<file path="src/rtl/spi_frame_scheduler.sv">
// spi_frame_scheduler
// Buffers one pending sample per channel and picks the next channel round-robin.
// Issues exactly one sample, with a one-cycle load strobe, per host SPI frame.
// A frame is complete when chip-select goes low and then high again.
// Sticky per-channel overrun flags record captures that overwrote an unsent sample.
// drop_cnt saturates and counts frames the host never started.
module spi_frame_scheduler #(
    parameter int NCH           = 4,
    parameter int CHW           = 2,
    parameter int DW            = 12,
    parameter int START_TIMEOUT = 4096
) (
    input  logic              clk,
    input  logic              rst,
    input  logic              en,
    input  logic [NCH-1:0]    smp_valid,
    input  logic [NCH*DW-1:0] smp_data,
    input  logic              cs,
    output logic [DW-1:0]     data_out,
    output logic              new_data,
    output logic [CHW-1:0]    ch_id,
    output logic              busy,
    output logic [NCH-1:0]    overrun,
    input  logic              ovr_clr,
    output logic [7:0]        drop_cnt
);

    localparam int TW = $clog2(START_TIMEOUT) + 1;

    typedef enum logic [1:0] {
        S_IDLE       = 2'd0,
        S_WAIT_START = 2'd1,
        S_WAIT_END   = 2'd2,
        S_GAP        = 2'd3
    } state_t;

    state_t          state_q, state_d;
    logic            cs_meta_q, cs_sync_q;
    logic [DW-1:0]   hold_q [NCH];
    logic [DW-1:0]   hold_d [NCH];
    logic [NCH-1:0]  pending_q, pending_d;
    logic [CHW-1:0]  rr_q, rr_d;
    logic [TW-1:0]   tmo_q, tmo_d;
    logic [DW-1:0]   data_out_q, data_out_d;
    logic            new_data_q, new_data_d;
    logic [CHW-1:0]  ch_id_q, ch_id_d;
    logic            busy_q, busy_d;
    logic [NCH-1:0]  overrun_q, overrun_d;
    logic [7:0]      drop_q, drop_d;

    logic            grant_found_s;
    logic [CHW-1:0]  grant_idx_s;
    logic [CHW-1:0]  cand_s;
    logic            grant_s;

    // Round-robin search: first pending channel starting just after the last grant.
    always_comb begin
        grant_found_s = 1'b0;
        grant_idx_s   = '0;
        cand_s        = '0;
        for (int k = 1; k <= NCH; k++) begin
            cand_s = CHW'((int'(rr_q) + k) % NCH);
            if (!grant_found_s && pending_q[cand_s]) begin
                grant_found_s = 1'b1;
                grant_idx_s   = cand_s;
            end else begin
                grant_found_s = grant_found_s;
            end
        end
    end

    // Frame FSM next state, grant outputs, sample buffering and overrun tracking.
    always_comb begin
        state_d    = state_q;
        hold_d     = hold_q;
        pending_d  = pending_q;
        rr_d       = rr_q;
        tmo_d      = tmo_q;
        data_out_d = data_out_q;
        new_data_d = 1'b0;
        ch_id_d    = ch_id_q;
        drop_d     = drop_q;
        grant_s    = 1'b0;

        case (state_q)
            S_IDLE: begin
                if (en && grant_found_s) begin
                    grant_s    = 1'b1;
                    data_out_d = hold_q[grant_idx_s];
                    ch_id_d    = grant_idx_s;
                    new_data_d = 1'b1;
                    rr_d       = grant_idx_s;
                    tmo_d      = '0;
                    state_d    = S_WAIT_START;
                end else begin
                    state_d = S_IDLE;
                end
            end
            S_WAIT_START: begin
                if (!cs_sync_q) begin
                    state_d = S_WAIT_END;
                end else if (tmo_q == TW'(START_TIMEOUT - 1)) begin
                    // Host never started the frame: the sample is lost, not re-queued.
                    state_d = S_IDLE;
                    if (drop_q != 8'hFF) begin
                        drop_d = drop_q + 8'd1;
                    end else begin
                        drop_d = drop_q;
                    end
                end else begin
                    tmo_d = tmo_q + TW'(1);
                end
            end
            S_WAIT_END: begin
                if (cs_sync_q) begin
                    state_d = S_GAP;
                end else begin
                    state_d = S_WAIT_END;
                end
            end
            S_GAP: begin
                state_d = S_IDLE;
            end
            default: begin
                state_d = S_IDLE;
            end
        endcase

        if (grant_s) begin
            pending_d[grant_idx_s] = 1'b0;
        end else begin
            pending_d = pending_d;
        end

        // A new overrun in the same cycle as ovr_clr leaves its flag set.
        overrun_d = ovr_clr ? '0 : overrun_q;

        // Captures are applied after the grant, so a same-cycle grant sends the old value.
        for (int i = 0; i < NCH; i++) begin
            if (smp_valid[i]) begin
                hold_d[i]    = smp_data[i*DW +: DW];
                pending_d[i] = 1'b1;
                if (pending_q[i] && !(grant_s && (grant_idx_s == CHW'(i)))) begin
                    overrun_d[i] = 1'b1;
                end else begin
                    overrun_d[i] = overrun_d[i];
                end
            end else begin
                hold_d[i] = hold_d[i];
            end
        end

        busy_d = (state_d != S_IDLE);
    end

    // State, data and cs synchronizer registers; the cs flops reset to the idle level (high).
    always_ff @(posedge clk) begin
        if (rst) begin
            state_q    <= S_IDLE;
            cs_meta_q  <= 1'b1;
            cs_sync_q  <= 1'b1;
            for (int i = 0; i < NCH; i++) begin
                hold_q[i] <= '0;
            end
            pending_q  <= '0;
            rr_q       <= '0;
            tmo_q      <= '0;
            data_out_q <= '0;
            new_data_q <= 1'b0;
            ch_id_q    <= '0;
            busy_q     <= 1'b0;
            overrun_q  <= '0;
            drop_q     <= 8'd0;
        end else begin
            state_q    <= state_d;
            cs_meta_q  <= cs;
            cs_sync_q  <= cs_meta_q;
            hold_q     <= hold_d;
            pending_q  <= pending_d;
            rr_q       <= rr_d;
            tmo_q      <= tmo_d;
            data_out_q <= data_out_d;
            new_data_q <= new_data_d;
            ch_id_q    <= ch_id_d;
            busy_q     <= busy_d;
            overrun_q  <= overrun_d;
            drop_q     <= drop_d;
        end
    end

    assign data_out = data_out_q;
    assign new_data = new_data_q;
    assign ch_id    = ch_id_q;
    assign busy     = busy_q;
    assign overrun  = overrun_q;
    assign drop_cnt = drop_q;

endmodule

</file>
<file path="config.mk">
export PLATFORM = sky130hd
export DESIGN_NAME = spi_frame_scheduler
export DESIGN_NICKNAME = d
export VERILOG_FILES = /design/src/rtl/spi_frame_scheduler.sv
export SDC_FILE = /design/constraint.sdc
export NUM_CORES = 1
export LEC_CHECK = 0
export ABC_AREA = 0
export CAP_MARGIN = 20
export CORE_MARGIN = 10
export CORE_UTILIZATION = 51
export DETAILED_ROUTE_END_ITERATION = 8
export PLACE_DENSITY_LB_ADDON = 0.15
export SETUP_SLACK_MARGIN = 0.02
export SLEW_MARGIN = 15
export SYNTH_ARGS = -nofsm -noshare
export SYNTH_HDL_FRONTEND = slang
export SYNTH_SLANG_ARGS = --single-unit
</file>
<file path="constraint.sdc">
create_clock -name clk -period 2.11 [get_ports clk]
set_input_delay 0.633 -clock clk [delete_from_list [all_inputs] [get_ports clk]]
set_output_delay 0.633 -clock clk [all_outputs]
set_load 0.005 [all_outputs]
</file>
==> summary.md <==
| Metric | Value |
|---|---|
| Post-Syn Nets | 482 |
| Final Hold Fails | 0 |
| HPWL after DPL | 7.83 mm |
| Most common cell in the netlist | dfxtp_1 |
| Area Overhead vs Synth | 32.9% |
| Syn. warnings | 0 |
| Util after Layout | 70.3% |
| Most used flip-flop cell after synthesis | dfxtp_1 |
| Maxcap violations | 0 |
| Commonest cells post-synth | dfxtp_1, nor2_1, mux2i_1, clkbuf_1, nand2_1 |
| Post-route cell area | 5490 um2 |
| Die Height | 110 um |
| DRC | 0 |
| WHS | 417 ps |
| Post-synth EDFFs | 0 |
| Total negative slack | 0 ps |
| # hold bufs at CTS | 0 |
| Vias in the first global route | 3489 |
| Async SR Flop Fraction | 0% |
| Crit path time final | 2030 ps |
| Ant. Diodes | 0 |
| Sequential cell area fraction in the yosys report | 47.0% |
| Placed Cells | 607 |
| First-pass GRT wire length | 17.3 mm |
| Total track usage | 18.1% |
| CTS tree | done |
| PortBufs | 84 |
| Largest net degree at the start of global routing | 39 |
| Routability cong. | 0.894 |
| WL final | 10.6 mm |
| Detail Route Antenna Nets | 0 |
| Period utilisation layout | 96.3% |
| Critical path data required time | 2380 ps |
| DR vias/cell | 5.38 |
| Wire per inst | 16.9 um |
| Syn_area_per_cell | 9.76 um2 |
| Worst-Skew Late Latency | 360 ps |
| #FFs+latches synth | 97 |
| Leading area contributor after synthesis | dfxtp_1 |
| CP arrival | 2300 ps |
| Pre-CTS setup slack | -424 ps |
| Max_slew headroom | 64.7% |
| Post-route insts no fill | 625 |
| H-Tree Depth | 3 |
| Synth area leaders | dfxtp_1, mux2i_1, nor2_1, xnor2_1, o221ai_1 |
| Critical path type | input port to flip-flop |
| GRT overflow | 0 |
| Initial antenna violation count | 0 |
| Core footprint | 7810 um2 |
| Placed Area | 5230 um2 |
| Iteration count of the initial detailed-routing pass | 4 |
| CP Max Fanout | 6 |
| CTS max path bufs | 2 |
| Synth cell types | 46 |
| Die W | 110 um |
| Worst-Margin Slew | 523 ps |
| Setup-failing EPs final | 0 |
| Worst R2R Start | tmo_q[10] |
| # IOs | 85 |
| CP Launch Type | input port |
| Post-Syn Instances | 423 |
| Clock Sinks | 97 |
| Synth Cell Area | 4130 um2 |
| Fin. max-slew vios | 0 |
| RSZ-0062 raised after global routing | yes |
| Starting Density | 52.9% |
| Total power draw | 3.90 mW |
| Maximum VDD drop | 0.434 mV |
| Clock slew at reported path FFs | 100 ps |
| Detailed-route via count | 3365 |
| Status | complete, no violations |
| Yosys top cell area share | 47.0% |
| Root Driver | clkbuf_8 |
| Total CTS buffers | 9 |
| Nets | 577 |
| Worst setup path start | en |
| Worst min-delay path category | flip-flop to flip-flop |
| Min-delay src | cs_meta_q |
| Row cnt | 32 |
| Die area | 12100 um2 |
| Clock skew | 10.9 ps |
| Maximum clock frequency | 0.492 GHz |
| Leak | 2.17 nW |
| Nature of the critical path endpoint | flip-flop |
| Final WS setup | 77.6 ps |
| Pwr/cell area | 711 nW/um2 |
| Drt initial violations | 179 |
| Share of cells above drive strength 1 | 12.2% |
==> critical path, stage by stage <==
cell             delay, ps
clkdlybuf4s50_1        500
nor3b_4                270
o41ai_4                160
buf_4                  180
nor2_4                 100
nand2_2                 90
buf_6                  170
o221ai_1               190
==> where the power goes <==
| group | total (mW) | switching, mW | internal, mW |
|---|---|---|---|
| combinational | 0.652 | 0.300 | 0.352 |
| sequential | 1.99 | 0.0678 | 1.92 |
| clock | 1.26 | 0.638 | 0.619 |
| total | 3.90 | 1.01 | 2.89 |
==> registers in the layout, indices dropped and copies added, names as in the netlist <==
signal,cells
busy,1
ch_id,2
cs_meta_q,1
cs_sync_q,1
data_out,12
drop_cnt,8
hold_q,48
new_data,1
overrun,4
pending_q,4
state_q,2
tmo_q,13
==> path summary, 6_finish.rpt <==
kind | cells past startpoint | slack, ps | to
max reg2reg | 6 | 130 | drop_cnt[4]
min reg2reg | 1 | 420 | cs_sync_q
min | 1 | 420 | cs_sync_q
max | 8 | 80 | data_out[8]
==> cells by family (layout without fill, tap and decap cells) <==
kind of cell               count (synthesis)  count (layout)  synth area share (%)
buffers and inverters                     38             138                  3.64
muxes                                     73              73                  17.7
DFF                                       97              97                  47.0
AOI/OAI and AO/OA                         52              52                  9.40
adders and majority gates                  2               2                 0.606
xor gates and xnor gates                  17              17                  3.61
and+or+nand+nor                          144             144                  18.0
==> area by class of cell <==
class / count / area, um2
timing repair buffer: 111 / 1100
inverter: 11 / 41.3
clock buffer: 11 / 151
tap: 102 / 128
clock inverter: 5 / 63.8
fill: 619 / 2320
sequential: 97 / 1940
multi-input combinational: 288 / 2060
==> per-layer routing <==
metal | wire [um] | share of wire (%) | track usage, % | vias up
met4 | 114 | 1.1 | 6.88 | 0
li1 | - | - | - | 1672
met2 | 5200 | 49 | 31.3 | 98
met5 | 0 | 0 | 0 | -
met1 | 4550 | 43 | 21.4 | 1586
met3 | 704 | 6.7 | 4.04 | 9
==> layout by cell type (no fill, tap or decap), types with 5 or more instances in the layout <==
master and count:
inv_1 11, clkbuf_8 11, nand2_1 16, o221ai_1 12
a21oi_1 11, o21ai_0 5, nand3_1 6, buf_4 21
mux2i_1 72, xnor2_1 16, dfxtp_1 96, o31ai_1 6
nor2_1 75, nor2b_1 5, clkdlybuf4s50_1 83, nand3b_1 12
==> repair_timing <==
action / 4_1_cts / 5_1_grt
setup buffers: 1 / 0
resized for setup: 2 / 8
gates cloned: 0 / 1
endpoints found under the setup margin: 13 / 16
Note: power is estimated with default switching activity, not from simulation.
